===== src/rtl/core_wb_arb_if.sv =====
// Write-back arbiter bus: per-source result handshakes, flush, and the register-file write port.
// The master side drives results and flush; the slave side is the arbiter.
interface core_wb_arb_if #(
    parameter int unsigned NUM_SRC = 3,
    parameter int unsigned DATA_W  = 64,
    parameter int unsigned RFIDX_W = 5
);
    logic [NUM_SRC-1:0]         src_valid_i;
    logic [NUM_SRC-1:0]         src_ready_o;
    logic [NUM_SRC*RFIDX_W-1:0] src_rd_idx_i;
    logic [NUM_SRC*DATA_W-1:0]  src_data_i;
    logic                       flush_i;
    logic                       rf_we_o;
    logic [RFIDX_W-1:0]         rf_idx_o;
    logic [DATA_W-1:0]          rf_data_o;
    logic                       busy_o;

    modport master (
        output src_valid_i, src_rd_idx_i, src_data_i, flush_i,
        input  src_ready_o, rf_we_o, rf_idx_o, rf_data_o, busy_o
    );

    modport slave (
        input  src_valid_i, src_rd_idx_i, src_data_i, flush_i,
        output src_ready_o, rf_we_o, rf_idx_o, rf_data_o, busy_o
    );
endinterface


===== src/rtl/core_wb_arb.sv =====
// Write-back arbiter: per-source result FIFOs drained round-robin into a single RF write port.
// Define WB_STALL_CNT_EN to add stall_cnt_o, a saturating count of cycles with >= 2 busy queues.
module core_wb_arb #(
    parameter int unsigned NUM_SRC    = 3,
    parameter int unsigned DATA_W     = 64,
    parameter int unsigned RFIDX_W    = 5,
    parameter int unsigned FIFO_DEPTH = 2
) (
    input  logic         clk,
    input  logic         rst,
    core_wb_arb_if.slave wb
`ifdef WB_STALL_CNT_EN
    ,
    output logic [31:0]  stall_cnt_o
`endif
);
    localparam int unsigned PtrW = $clog2(FIFO_DEPTH);
    localparam int unsigned CntW = $clog2(FIFO_DEPTH + 1);
    localparam int unsigned SrcW = $clog2(NUM_SRC);

    logic [RFIDX_W-1:0] idx_mem  [NUM_SRC][FIFO_DEPTH];
    logic [DATA_W-1:0]  data_mem [NUM_SRC][FIFO_DEPTH];
    logic [PtrW-1:0]    rd_ptr_q [NUM_SRC];
    logic [PtrW-1:0]    wr_ptr_q [NUM_SRC];
    logic [CntW-1:0]    cnt_q    [NUM_SRC];

    logic [NUM_SRC-1:0] empty;
    logic [NUM_SRC-1:0] full;
    logic [NUM_SRC-1:0] src_ready;
    logic [NUM_SRC-1:0] push;
    logic [NUM_SRC-1:0] pop;

    logic [SrcW-1:0]    rr_ptr_q;
    logic [SrcW-1:0]    rr_ptr_d;
    logic [SrcW-1:0]    cand;
    logic [SrcW-1:0]    gnt_idx;
    logic               gnt_vld;

    logic [RFIDX_W-1:0] head_idx;
    logic [DATA_W-1:0]  head_data;
    logic               rf_we_d;
    logic               rf_we_q;
    logic [RFIDX_W-1:0] rf_idx_q;
    logic [DATA_W-1:0]  rf_data_q;

    // Ready never looks at this cycle's pop, so a full queue cannot accept.
    always_comb begin
        for (int i = 0; i < NUM_SRC; i++) begin
            empty[i] = (cnt_q[i] == '0);
            full[i]  = (cnt_q[i] == CntW'(FIFO_DEPTH));
        end
        src_ready = ~full & {NUM_SRC{~wb.flush_i}};
        push      = wb.src_valid_i & src_ready;
    end

    always_comb begin
        gnt_vld = 1'b0;
        gnt_idx = '0;
        cand    = '0;
        for (int unsigned k = 0; k < NUM_SRC; k++) begin
            cand = SrcW'((32'(rr_ptr_q) + k) % NUM_SRC);
            if (!gnt_vld && !empty[cand]) begin
                gnt_vld = 1'b1;
                gnt_idx = cand;
            end
        end
        if (wb.flush_i) begin
            gnt_vld = 1'b0;
        end
        pop = '0;
        if (gnt_vld) begin
            pop[gnt_idx] = 1'b1;
        end
        rr_ptr_d = rr_ptr_q;
        if (gnt_vld) begin
            rr_ptr_d = (gnt_idx == SrcW'(NUM_SRC - 1)) ? '0 : gnt_idx + SrcW'(1);
        end
    end

    assign head_idx  = idx_mem[gnt_idx][rd_ptr_q[gnt_idx]];
    assign head_data = data_mem[gnt_idx][rd_ptr_q[gnt_idx]];
    // Writes to x0 are consumed but never reach the register file.
    assign rf_we_d   = gnt_vld && (head_idx != '0);

    always_ff @(posedge clk) begin
        if (rst || wb.flush_i) begin
            for (int i = 0; i < NUM_SRC; i++) begin
                rd_ptr_q[i] <= '0;
                wr_ptr_q[i] <= '0;
                cnt_q[i]    <= '0;
            end
        end else begin
            for (int i = 0; i < NUM_SRC; i++) begin
                if (push[i]) begin
                    wr_ptr_q[i] <= wr_ptr_q[i] + PtrW'(1);
                end
                if (pop[i]) begin
                    rd_ptr_q[i] <= rd_ptr_q[i] + PtrW'(1);
                end
                case ({push[i], pop[i]})
                    2'b10:   cnt_q[i] <= cnt_q[i] + CntW'(1);
                    2'b01:   cnt_q[i] <= cnt_q[i] - CntW'(1);
                    default: cnt_q[i] <= cnt_q[i];
                endcase
            end
        end
    end

    always_ff @(posedge clk) begin
        for (int i = 0; i < NUM_SRC; i++) begin
            if (push[i]) begin
                idx_mem[i][wr_ptr_q[i]]  <= wb.src_rd_idx_i[i*RFIDX_W +: RFIDX_W];
                data_mem[i][wr_ptr_q[i]] <= wb.src_data_i[i*DATA_W +: DATA_W];
            end
        end
    end

    always_ff @(posedge clk) begin
        if (rst) begin
            rr_ptr_q  <= '0;
            rf_we_q   <= 1'b0;
            rf_idx_q  <= '0;
            rf_data_q <= '0;
        end else begin
            rr_ptr_q <= rr_ptr_d;
            rf_we_q  <= rf_we_d;
            if (rf_we_d) begin
                rf_idx_q  <= head_idx;
                rf_data_q <= head_data;
            end
        end
    end

    assign wb.src_ready_o = src_ready;
    assign wb.rf_we_o     = rf_we_q;
    assign wb.rf_idx_o    = rf_idx_q;
    assign wb.rf_data_o   = rf_data_q;
    assign wb.busy_o      = !rst && ((~empty != '0) || rf_we_q);

`ifdef WB_STALL_CNT_EN
    logic [31:0] stall_cnt_q;
    logic [2:0]  ne_cnt;

    always_comb begin
        ne_cnt = '0;
        for (int i = 0; i < NUM_SRC; i++) begin
            ne_cnt = ne_cnt + 3'(!empty[i]);
        end
    end

    // Flush does not clear this count; only reset does.
    always_ff @(posedge clk) begin
        if (rst) begin
            stall_cnt_q <= '0;
        end else if (ne_cnt >= 3'd2 && stall_cnt_q != '1) begin
            stall_cnt_q <= stall_cnt_q + 32'd1;
        end
    end

    assign stall_cnt_o = stall_cnt_q;
`endif
endmodule

===== src/flat_wrapper.sv =====
// flat-port wrapper written by rule: the top's interface ports become plain ports
module core_wb_arb_flat 
#(
    parameter int unsigned NUM_SRC    = 3,
    parameter int unsigned DATA_W     = 64,
    parameter int unsigned RFIDX_W    = 5,
    parameter int unsigned FIFO_DEPTH = 2
)
  (clk, rst, wb_src_valid_i, wb_src_rd_idx_i, wb_src_data_i, wb_flush_i, wb_src_ready_o, wb_rf_we_o, wb_rf_idx_o, wb_rf_data_o, wb_busy_o);
  core_wb_arb_if #(.NUM_SRC(NUM_SRC), .DATA_W(DATA_W), .RFIDX_W(RFIDX_W)) wb_i ();
  input  logic clk;
  input  logic rst;
  input wire logic [$bits(wb_i.src_valid_i)-1:0] wb_src_valid_i;
  input wire logic [$bits(wb_i.src_rd_idx_i)-1:0] wb_src_rd_idx_i;
  input wire logic [$bits(wb_i.src_data_i)-1:0] wb_src_data_i;
  input wire logic [$bits(wb_i.flush_i)-1:0] wb_flush_i;
  output wire logic [$bits(wb_i.src_ready_o)-1:0] wb_src_ready_o;
  output wire logic [$bits(wb_i.rf_we_o)-1:0] wb_rf_we_o;
  output wire logic [$bits(wb_i.rf_idx_o)-1:0] wb_rf_idx_o;
  output wire logic [$bits(wb_i.rf_data_o)-1:0] wb_rf_data_o;
  output wire logic [$bits(wb_i.busy_o)-1:0] wb_busy_o;
  assign wb_i.src_valid_i = wb_src_valid_i;
  assign wb_i.src_rd_idx_i = wb_src_rd_idx_i;
  assign wb_i.src_data_i = wb_src_data_i;
  assign wb_i.flush_i = wb_flush_i;
  assign wb_src_ready_o = wb_i.src_ready_o;
  assign wb_rf_we_o = wb_i.rf_we_o;
  assign wb_rf_idx_o = wb_i.rf_idx_o;
  assign wb_rf_data_o = wb_i.rf_data_o;
  assign wb_busy_o = wb_i.busy_o;
  core_wb_arb #(.NUM_SRC(NUM_SRC), .DATA_W(DATA_W), .RFIDX_W(RFIDX_W), .FIFO_DEPTH(FIFO_DEPTH)) u_core (.clk(clk), .rst(rst), .wb(wb_i));
endmodule

===== config.mk =====
export PLATFORM = sky130hd
export DESIGN_NAME = core_wb_arb_flat
export DESIGN_NICKNAME = d
export VERILOG_FILES = /design/src/rtl/core_wb_arb_if.sv /design/src/rtl/core_wb_arb.sv /design/src/flat_wrapper.sv
export SDC_FILE = /design/constraint.sdc
export NUM_CORES = 1
export LEC_CHECK = 0
export BUFFER_PORTS_ARGS = -buffer_cell sky130_fd_sc_hd__buf_2
export CAP_MARGIN = 20
export CORE_AREA = 2 2 250 252
export CTS_BUF_LIST = sky130_fd_sc_hd__clkbuf_2 sky130_fd_sc_hd__clkbuf_4 sky130_fd_sc_hd__clkbuf_8
export DETAILED_ROUTE_END_ITERATION = 10
export DIE_AREA = 0 0 252 254
export SLEW_MARGIN = 10
export SYNTH_ARGS = -nofsm -noshare
export SYNTH_HDL_FRONTEND = slang
export SYNTH_SLANG_ARGS = --single-unit
export TNS_END_PERCENT = 100

===== constraint.sdc =====
create_clock -name clk -period 8.15 [get_ports clk]
set_input_delay 1.63 -clock clk [delete_from_list [all_inputs] [get_ports clk]]
set_output_delay 1.63 -clock clk [all_outputs]
set_load 0.02 [all_outputs]

# --- Word level (Yosys, flattened, before mapping) ---
# Memory sizes are Yosys's and may differ from the RTL's.
# Index checks and enable logic that the tools add are counted.
op_classes:
  add_sub_neg: 15
  div: 3
  order_cmp: 12
  n_eq_ne: 10
  mux: 103
  bitwise_logic: 24
  n_reduce_logical: 22
op_table:
  columns: ["cell", "count"]
  rows:
  - ["128-bit two-way mux", 3]
  - ["64-bit two-way mux", 6]
  - ["64-bit demux with 1-bit select", 3]
  - ["32-bit by 2-bit remainder unit with 32-bit output, second input constant", 2]
  - ["1-bit two-way mux", 61]
  - ["2-bit by 2-bit remainder unit with 32-bit output, second input constant", 1]
  - ["10-bit two-way mux", 3]
  - ["5-bit two-way mux", 6]
  - ["2-bit two-way mux", 13]
  - ["5-bit demux with 1-bit select", 3]
  - ["1-bit OR", 15]
  - ["2-bit equality test, second input constant", 7]
  - ["2-bit by 3-bit less-than comparator with 1-bit output, second input constant", 4]
  - ["2-bit by 1-bit adder with 2-bit output, second input constant", 4]
  - ["2-bit >= comparator, second input constant", 4]
  - ["1-bit logical AND", 8]
  - ["1-bit NOT with 2-bit output", 4]
  - ["1-bit adder, second input constant", 6]
  - ["3-bit AND", 2]
  - ["1-bit binary-select mux with 2-bit select", 3]
  - ["2-bit by 1-bit equality test with 1-bit output, second input constant", 3]
  - ["2-bit zero test", 3]
  - ["2-bit by 1-bit less-than comparator with 1-bit output, second input constant", 3]
  - ["3-bit NOT", 2]
  - ["other kinds (12)", 20]
word_totals:
  ff_bits: 72
  mem_bits_rw: 426
  input_bits: 213
  wordCells: 198
  mem_count: 5
memory_table:
  columns: ["name", "words", "width", "rd", "rd_clocked_by_memory_dff", "write_ports", "line", "text"]
  rows:
  - ["u_core.data_mem", 3, 128, 1, 0, 3, "core_wb_arb.sv:22", "logic [DATA_W-1:0] data_mem [NUM_SRC][FIFO_DEPTH];"]
  - ["u_core.idx_mem", 3, 10, 1, 0, 3, "core_wb_arb.sv:21", "logic [RFIDX_W-1:0] idx_mem [NUM_SRC][FIFO_DEPTH];"]
  - ["u_core.cnt_q", 3, 2, 3, 0, 3, "core_wb_arb.sv:25", "logic [CntW-1:0] cnt_q [NUM_SRC];"]
  - ["u_core.rd_ptr_q", 3, 1, 4, 0, 3, "core_wb_arb.sv:23", "logic [PtrW-1:0] rd_ptr_q [NUM_SRC];"]
  - ["u_core.wr_ptr_q", 3, 1, 3, 0, 3, "core_wb_arb.sv:24", "logic [PtrW-1:0] wr_ptr_q [NUM_SRC];"]

# --- Depth between registers and ports, before layout ---
# Gate-level depths: netlist (run 1).
logic_depth:
  ltp_word: 22
  mapped_depth: 16

# --- Worst setup path before layout (run 1) ---
# OpenSTA, ideal clock, no wires.
synth_path:
  path_kind: "input to register"
  start: "in wb_flush_i"
  end: "mem u_core.data_mem[0][100] (netlist bit) (enable)"
  setup_time_ns: 0.497
  t_arrival_ns: 5.144
  path_slack_ns: 2.509
  stages: 3
  path_buffers: 0
  path_cell_list: "a21oi_1 -> nand2_1 -> nor2_1"
synth_rtl:
  columns: ["item", "line", "text"]
  rows:
  - ["start: declaration", "flat_wrapper.sv:16", "input wire logic [$bits(wb_i.flush_i)-1:0] wb_flush_i;"]
  - ["end: declaration", "core_wb_arb.sv:22", null]

# --- Worst setup path in the final report (run 1) ---
layout_path:
  start: "reg u_core.rr_ptr_q[0]"
  end: "reg u_core.rf_data_q[1], in the netlist u_core.wb.rf_data_o[1]"
layout_between:
  elab_chain_len: 17
  elab_cells_between_ends: 35
layout_rtl:
  columns: ["item", "line", "text"]
  rows:
  - ["start: declaration", "core_wb_arb.sv:33", "logic [SrcW-1:0] rr_ptr_q;"]
  - ["start signal: assignment", "core_wb_arb.sv:125", "rr_ptr_q <= rr_ptr_d;"]
  - ["2-bit by 1-bit adder with 3-bit output", "core_wb_arb.sv:61", "cand = SrcW'((32'(rr_ptr_q) + k) % NUM_SRC);"]
  - ["32-bit by 2-bit remainder unit with 32-bit output", "core_wb_arb.sv:61", null]
  - ["1-bit binary-select mux with 2-bit select", "core_wb_arb.sv:62", "if (!gnt_vld && !empty[cand]) begin"]
  - ["1-bit two-way mux (not written as such)", "core_wb_arb.sv:62", null]
  - ["1-bit zero test", "core_wb_arb.sv:62", null]
  - ["1-bit logical AND", "core_wb_arb.sv:62", null]
  - ["1-bit two-way mux", "core_wb_arb.sv:62", null]
  - ["1-bit zero test", "core_wb_arb.sv:62", null]
  - ["1-bit logical AND", "core_wb_arb.sv:62", null]
  - ["2-bit two-way mux", "core_wb_arb.sv:62", null]
  - ["memory read 3 x 1 bit", null, null]
  - ["1-bit NOT with 2-bit output (not written as such)", "core_wb_arb.sv:80, core_wb_arb.sv:81", null]
  - ["5-bit two-way mux (not written as such) (3 in series)", "core_wb_arb.sv:80", "assign head_idx = idx_mem[gnt_idx][rd_ptr_q[gnt_idx]];"]
  - ["5-bit nonzero test", "core_wb_arb.sv:83", "assign rf_we_d = gnt_vld && (head_idx != '0);"]
  - ["1-bit logical AND", "core_wb_arb.sv:83", null]
  - ["end signal: assignment", "core_wb_arb.sv:129", "rf_data_q <= head_data;"]
  - ["end: declaration", "core_wb_arb.sv:44", "logic [DATA_W-1:0] rf_data_q;"]
# Parallel ways exist; a longest one is shown, timed or not. The select of a mux whose other input is x is not followed.
# A chain may end at the register's enable or synchronous reset.

==> summary.txt, run 1 <==
Finish
  • Fraction of layout cells with a size suffix above 1: 25.3%
  • P&R area growth vs syn: 18.6%
  • Nets: 2050

Placed design
  • Gpl congestion: 0.785
  • Worst slack at placement: 3520 ps
  • PortBufs: ~290
  • DP HPWL: ~37000 um

Logic synthesis
  • Mapped Cells: 1556
  • Netlist cell types: 47
  • Number of synthesized flops with an enable pin: between 400 and 500
  • Asr flop ratio synth: 0%
  • Ys Warns: 0
  • Sequential area share after synthesis: ~67%
  • Syn_nets: 1779
  • Most used DFF post-synth: edfxtp_1
  • Mean area per synthesized cell: ~14 um^2
  • Seq cells post-synth: 498
  • Mapped Area: ~21000 um^2

Setup path
  • CP cell instances: inv_1 > ha_1 > and3b_1 > a211o_1 > a211o_1 > o21ai_4 > mux2i_1 > a21oi_4 > buf_4 > nand4_1 > nand3_1
  • CP Buf/Inv Count: 2
  • Worst Path Max Fanout: 36
  • Reg-to-reg startpoint: u_core.rr_ptr_q[0]
  • Setup crit end kind: register
  • CP required: between 8000 and 9000 ps
  • Crit start category: register
  • Arr. time, crit path: 5190 ps
  • Highest cell delay on the worst timing path: roughly 800 ps
  • CP delay by family, top: compound AO/OA/AOI/OAI gates
  • Reg2reg end: u_core.wb.rf_data_o[1]
  • FF-to-FF setup slack: 3570 ps
  • Critical path class: reg2reg
  • Critical Path Most Common Cell: a211o_1
  • R2R cell count: 11
  • Slowest-stage cell, CP: a21oi_4

Hold path
  • Min-delay worst type: reg2reg
  • Worst Hold Depth: 2
  • Worst Hold End: u_core.wb.rf_idx_o[3]
  • Hold Path Origin: u_core.wb.rf_idx_o[3]

Clock network
  • Post-CTS Setup Inserts: 0
  • Longest Clk Path Bufs: 3
  • Clock-pin slew on the worst setup and hold paths: 60 ps
  • Clock root buffer: clkbuf_8
  • CTS buffer count: 89
  • Htree depth: 3
  • Clock Sinks: 498
  • PostCTS Resize Cnt: 0
  • Clock latency on the worst-skew pair: 670 ps
  • Post-CTS Hold Buffers: 0
  • CTS tree: built

Routing
  • Detailed-route via count: 14100
  • Drt pass-1 iters: 5
  • Antenna-violating nets left: 0
  • Routed WL per cell: 21.8 um
  • Final wirelength: 58600 um
  • Iter 0 DRT Violations: 1223
  • Vias per cell: 5.24
  • Post-route DRC violation count: 0

GRT
  • Largest net degree at the start of global routing: 95
  • First-pass GRT wire length: 87400 um
  • Vias in the first global route: 14200
  • Met2 Track Usage GR: 30.1%
  • Met1 Usage GRT: 22.9%
  • Grt ovf: 0
  • Busiest grt layer: met2
  • Grt met3 use: under 10%
  • Antenna violations before repair: 2
  • GRT Overall Usage: 18.0%

Power
  • Peak VDD IR: 0.000536 V
  • Leak: 0.00902 uW
  • Power density cells: 431 nW/um^2
  • Overall Power: 10900 uW

STA
  • RSZ-0062 raised after global routing: false
  • F_max: 0.218 GHz
  • Slack of the critical path: 3570 ps
  • Least-Margin Pin Slew: 1020 ps
  • Count of final setup violators: 0
  • Final Skew: approximately 30 ps
  • Headroom to the max-slew limit: 32.0%
  • Sum of negative setup slack: 0 ps
  • Final Max Slew Viols: 0
  • Tcrit/Tclk final: 56.2%
  • Min Tclk post-route: 4580 ps
  • Fin. Hold Viols: 0

Floorplan
  • Row cnt: 91
  • Die area: 64000 um^2
  • Initial core utilization: 34.7%
  • Num ports: 287
  • Die Ht: 254 um
  • Core Region: 61300 um^2
  • Die width: 252 um

Flow run
  • Max_cap viols: 0

Status
  • Status: finished clean
-- stage by stage --
step	cells	area, um^2	hold WS, ps	util, %
after CTS	2683	25100	510	41.0
after floorplan	1556	21300	469	-
after global placement	2521	23300	486	38.1
final	2687	25200	507	41.2
after global routing	2686	25200	527	41.2
after detailed placement	2523	23400	502	38.2
-- cells by family after synthesis --
| family | synth area share [%] |
|---|---|
| XOR/XNOR | 0.206 |
| adder cells (fa/ha/maj) | 0.589 |
| AO/OA/AOI/OAI | 9.29 |
| buffers and inverters | 2.90 |
| AND/OR/NAND/NOR | 10.3 |
| multiplexers | 9.79 |
| flip-flops | 67.0 |
-- registers in the layout (all words and copies together), names as in the netlist --
name / count
u_core.wb.rf_idx_o: 5
u_core.data_mem: 384
u_core.rd_ptr_q: 3
u_core.rr_ptr_q: 2
u_core.wr_ptr_q: 3
u_core.cnt_q: 6
u_core.wb.rf_we_o: 1
u_core.wb.rf_data_o: 64
u_core.idx_mem: 30
-- report_power, final --
group	internal [uW]	switching [uW]	leakage, uW
registers	3100	129	0.00452
clock network	1250	1030	0.000914
logic	1640	3720	0.00359
-- metal layers --
metal  vias up  share of wire [%]
li1       6562                  -
met1      6957                 42
met2       484                 49
met3        76                7.0
met4         4                1.8
met5         -              0.044
-- cells in the final DEF, fill, tap and decap left out, types with 4 or more instances in the layout --
master / n
buf_2: 285
o211ai_1: 68
a21oi_1: 13
inv_1: 12
a211oi_1: 6
dfxtp_1: 72
nor2_1: 157
o31a_1: 64
clkinv_1: 20
mux2i_1: 200
a32oi_1: 64
nor2_4: 4
nand2_1: 79
edfxtp_1: 426
clkinvlp_4: 4
nor2b_1: 65
nand3_1: 66
nand4_1: 65
clkbuf_8: 95
nor3_1: 5
clkbuf_4: 25
mux2_2: 7
buf_4: 18
clkinv_2: 12
ha_1: 10
-- tightest hold or removal path: cells and delay by family (launching register included) --
| kind | cells | cell delay [ps] |
|---|---|---|
| compound gates | 1 | 50 |
| flops | 1 | 310 |
| simple gates | 1 | 100 |
-- layout make-up --
class	count	area [um^2]
fillers	5707	36000
flip-flops and latches	498	14200
multi-input cells	918	6520
repair buffers	308	1680
clock buffers	120	1500
well taps	790	988
clock inverters	40	243
inverters	12	45.0
diodes	1	2.50
-- cell usage after synthesis, types with 64 or more instances --
master	number	share of area, %
edfxtp_1	426	60
o31a_1	64	2.6
nor2_1	161	2.8
a32oi_1	64	2.6
nand2_1	79	1.4
o211ai_1	68	2.4
dfxtp_1	72	6.8
clkbuf_1	65	1.1
nor2b_1	65	1.9
nand4_1	65	1.9
mux2i_1	200	9.4
nand3_1	66	1.6
-- worst max-delay path by stage --
stage	slack, ps	to	startpoint	cells past startpoint
CTS	3470	u_core.wb.rf_data_o[26]	u_core.rr_ptr_q[0]	10
detailed placement	3520	u_core.wb.rf_idx_o[2]	u_core.rr_ptr_q[0]	10
global placement	3710	u_core.wb.rf_idx_o[2]	u_core.rr_ptr_q[0]	10
finish	3570	u_core.wb.rf_data_o[1]	u_core.rr_ptr_q[0]	11
floorplan	2510	u_core.data_mem[0][100]	wb_flush_i	3
global route	3300	u_core.wb.rf_data_o[18]	u_core.rr_ptr_q[0]	11
Power figures use the tool's default switching activity.
==> run 2, diff against run 1 <==
Settings changed: ABC_AREA from default to 1, CORE_AREA 2 2 250 252 to 2 2 243 245, DIE_AREA 0 0 252 254 to 0 0 245 247.
Clock period 8.15 ns to 4.6 ns, I/O delays scaled along.
==> summary.txt, run 2 <==
Status
  • Status: finished clean (unchanged)

Routing
  • Iter 0 DRT Violations: 864 (was 1223)
  • Routed WL per cell: 19.2 um (was 21.8 um)
  • Post-route DRC violation count: 0 (unchanged)
  • Antenna-violating nets left: 0 (unchanged)
  • Vias per cell: 4.81 (was 5.24)
  • Final wirelength: 56800 um (was 58600 um)
  • Detailed-route via count: 14200 (was 14100)
  • Drt pass-1 iters: 4 (was 5)

Floorplan
  • Row cnt: 89 (was 91)
  • Die width: 245 um (was 252 um)
  • Core Region: 58200 um^2 (was 61300 um^2)
  • Die Ht: 247 um (was 254 um)
  • Num ports: 287 (unchanged)
  • Initial core utilization: 34.6% (was 34.7%)
  • Die area: 60500 um^2 (was 64000 um^2)

Clock network
  • Clock latency on the worst-skew pair: 660 ps (was 670 ps)
  • PostCTS Resize Cnt: 0 (unchanged)
  • Clock root buffer: clkbuf_8 (unchanged)
  • Post-CTS Hold Buffers: 0 (unchanged)
  • Htree depth: 3 (unchanged)
  • Clock Sinks: 498 (unchanged)
  • Post-CTS Setup Inserts: 0 (unchanged)
  • Longest Clk Path Bufs: 3 (unchanged)
  • Clock-pin slew on the worst setup and hold paths: 60 ps (about the same)
  • CTS buffer count: 85 (was 89)
  • CTS tree: built (unchanged)

Power
  • Leak: 0.00939 uW (was 0.00902 uW)
  • Power density cells: 740 nW/um^2 (was 431 nW/um^2)
  • Peak VDD IR: 0.000500 V (was 0.000536 V)
  • Overall Power: 18000 uW (was 10900 uW)

Logic synthesis
  • Mean area per synthesized cell: 11.2 um^2 (was 13.7 um^2)
  • Seq cells post-synth: 498 (unchanged)
  • Most used DFF post-synth: edfxtp_1 (unchanged)
  • Sequential area share after synthesis: 70.7% (was 67.0%)
  • Mapped Area: 20100 um^2 (was 21300 um^2)
  • Mapped Cells: 1803 (was 1556)
  • Ys Warns: 0 (unchanged)
  • Top-area cell type share of the netlist area: 63.5% (was 60.2%)
  • Leading area contributor after synthesis: edfxtp_1 (unchanged)
  • Top post-synthesis cells by count: nand2_1 (463), edfxtp_1 (426), nor2_1 (267) (was edfxtp_1 (426), mux2i_1 (200), nor2_1 (161))
  • Netlist cell types: 30 (was 47)
  • Number of synthesized flops with an enable pin: 426 (unchanged)
  • Cell with the most instances after synthesis: nand2_1 (was edfxtp_1)
  • Top cells by area in the synthesized netlist: edfxtp_1 (64%), nand2_1 (8.6%), dfxtp_1 (7.2%) (was edfxtp_1 (60%), mux2i_1 (9.4%), dfxtp_1 (6.8%))
  • Syn_nets: 2026 (was 1779)
  • Asr flop ratio synth: 0% (unchanged)

GRT
  • GRT Overall Usage: 18.5% (was 18.0%)
  • Largest net degree at the start of global routing: 148 (was 95)
  • Grt ovf: 0 (unchanged)
  • First-pass GRT wire length: 83100 um (was 87400 um)
  • Met2 Track Usage GR: 30.3% (was 30.1%)
  • Busiest grt layer: met2 (unchanged)
  • Grt met3 use: 4.09% (was 4.71%)
  • Antenna violations before repair: 19 (was 2)
  • Met1 Usage GRT: 23.8% (was 22.9%)
  • Vias in the first global route: 13900 (was 14200)

STA
  • Tcrit/Tclk final: 85.2% (was 56.2%)
  • Least-Margin Pin Slew: 1050 ps (was 1020 ps)
  • Worst hold margin: 446 ps (was 507 ps)
  • F_max: 0.255 GHz (was 0.218 GHz)
  • Final Max Slew Viols: 0 (unchanged)
  • Fin. Hold Viols: 0 (unchanged)
  • Headroom to the max-slew limit: 29.9% (was 32.0%)
  • Slack of the critical path: 679 ps (was 3570 ps)
  • Count of final setup violators: 0 (unchanged)
  • RSZ-0062 raised after global routing: false (unchanged)
  • Min Tclk post-route: 3920 ps (was 4580 ps)
  • Final Skew: 36.2 ps (was 29.7 ps)
  • Sum of negative setup slack: 0 ps (unchanged)

Finish
  • P&R area growth vs syn: 20.5% (was 18.6%)
  • Final core utilization: 41.7% (was 41.2%)
  • Largest register FFs: 384 (unchanged)
  • Most frequent cells in the layout: nand2_1 (463), edfxtp_1 (426), buf_2 (286) (was edfxtp_1 (426), buf_2 (285), mux2i_1 (200))
  • Commonest non-fill, non-tap cell in the layout: nand2_1 (was edfxtp_1)
  • Nets: 2323 (was 2050)
  • Fraction of layout cells with a size suffix above 1: 24.3% (was 25.3%)

Setup path
  • Arr. time, crit path: 4460 ps (was 5190 ps)
  • Setup crit end kind: register (unchanged)
  • Worst Path Max Fanout: 62 (was 36)
  • Crit start category: register (unchanged)
  • Reg2reg end: u_core.wb.rf_data_o[63] (was u_core.wb.rf_data_o[1])
  • Highest cell delay on the worst timing path: 670 ps (was 800 ps)
  • R2R cell count: 20 (was 11)
  • FF-to-FF setup slack: 680 ps (was 3570 ps)
  • Slowest-stage cell, CP: buf_4 (was a21oi_4)
  • Reg-to-reg startpoint: u_core.rr_ptr_q[0] (unchanged)
  • Critical path class: reg2reg (unchanged)
  • CP Buf/Inv Count: 4 (was 2)
  • CP delay by family, top: buffers and inverters (was compound AO/OA/AOI/OAI gates)
  • CP cell instances: inv_1 > ha_1 > a21oi_1 > nand2_1 > nand2_1 > nand3_2 > nor2_2 > nor2_4 > inv_4 > buf_4 > nand2_1 > o21ai_1 > nand2_1 > nand2_2 > nor2_4 > nand2_4 > buf_4 > nand3b_1 > nand2_1 > nor2_1 (was inv_1 > ha_1 > and3b_1 > a211o_1 > a211o_1 > o21ai_4 > mux2i_1 > a21oi_4 > buf_4 > nand4_1 > nand3_1)
  • CP required: 5140 ps (was 8760 ps)
  • Critical Path Most Common Cell: nand2_1 (was a211o_1)

Hold path
  • Worst Hold End: u_core.idx_mem[1][9] (was u_core.wb.rf_idx_o[3])
  • Hold Path Origin: wb_src_rd_idx_i[9] (was u_core.wb.rf_idx_o[3])
  • Min-delay worst type: in2reg (was reg2reg)
  • Worst Hold Depth: 1 (was 2)

Placed design
  • Worst slack at placement: 737 ps (was 3520 ps)
  • PortBufs: 286 (unchanged)
  • Gpl congestion: 0.769 (was 0.785)
  • DP HPWL: 33200 um (was 37400 um)

Flow run
  • Max_cap viols: 0 (unchanged)
[run 2: cell count changes in the layout (fill, tap and decap cells not counted), moves of 64 or more]
| cell | change |
|---|---|
| nand2_1 | +384 |
| o21ai_0 | +261 |
| mux2i_1 | -200 |
| nor2_1 | +104 |
| o211ai_1 | -67 |
| nor2b_1 | -65 |
| a32oi_1 | -64 |
| nand3b_1 | +64 |
| nand4_1 | -64 |
| o31a_1 | -64 |
[run 2: worst max path at each step]
stage                             startpoint                      end  depth (start not counted)
after floorplan                   wb_flush_i    u_core.data_mem[2][0]                          3
after global placement    u_core.rr_ptr_q[0]  u_core.wb.rf_data_o[59]                         20
after detailed placement  u_core.rr_ptr_q[0]  u_core.wb.rf_data_o[58]                         20
after CTS                 u_core.rr_ptr_q[0]  u_core.wb.rf_data_o[58]                         20
after global routing      u_core.rr_ptr_q[0]  u_core.wb.rf_data_o[58]                         20
final                     u_core.rr_ptr_q[0]  u_core.wb.rf_data_o[63]                         20
[run 2: cell type report]
class                      instances  area [um^2]
fill                            5540        34000
sequential                       498        14200
multi-input combinational       1166         5350
timing repair buffer             313         1730
clock buffer                     124         1530
tap                              773          967
clock inverter                    36          282
inverter                          36          145
antenna                           11         27.5
[run 2: cell families after synthesis]
| family | count (synthesis) | share of synthesized area (%) |
|---|---|---|
| and+or+nand+nor | 875 | 18.6 |
| DFF | 498 | 70.7 |
| AOI/OAI and AO/OA | 279 | 6.94 |
| buffers and inverters | 139 | 3.09 |
| adders and majority gates | 10 | 0.621 |
| xor gates and xnor gates | 2 | 0.0870 |
[run 2: power breakdown]
group,internal (uW),switching (uW)
Sequential,5470,234
Clock,2360,1810
Combinational,2570,5510
[run 2: worst reg2reg max path: cells and delay by family, from the launching register on]
| family | cells | cell delay, ps |
|---|---|---|
| buffers and inverters | 4 | 1450 |
| flip-flops | 1 | 360 |
| AO/OA/AOI/OAI | 2 | 290 |
| adder cells (fa/ha/maj) | 1 | 360 |
| AND/OR/NAND/NOR | 13 | 1340 |
[run 2: per-stage QoR]
stage | instances | cell area, um^2
floorplan | 1803 | 20200
global placement | 2786 | 22400
detailed placement | 2786 | 22400
CTS | 2946 | 24200
global route | 2954 | 24300
finish | 2957 | 24300
[run 2: layer usage]
| metal | share of wire [%] | up-vias |
|---|---|---|
| met5 | 0.18 | - |
| met1 | 43 | 6843 |
| met2 | 48 | 471 |
| met3 | 6.2 | 124 |
| met4 | 2.7 | 16 |
| li1 | - | 6780 |
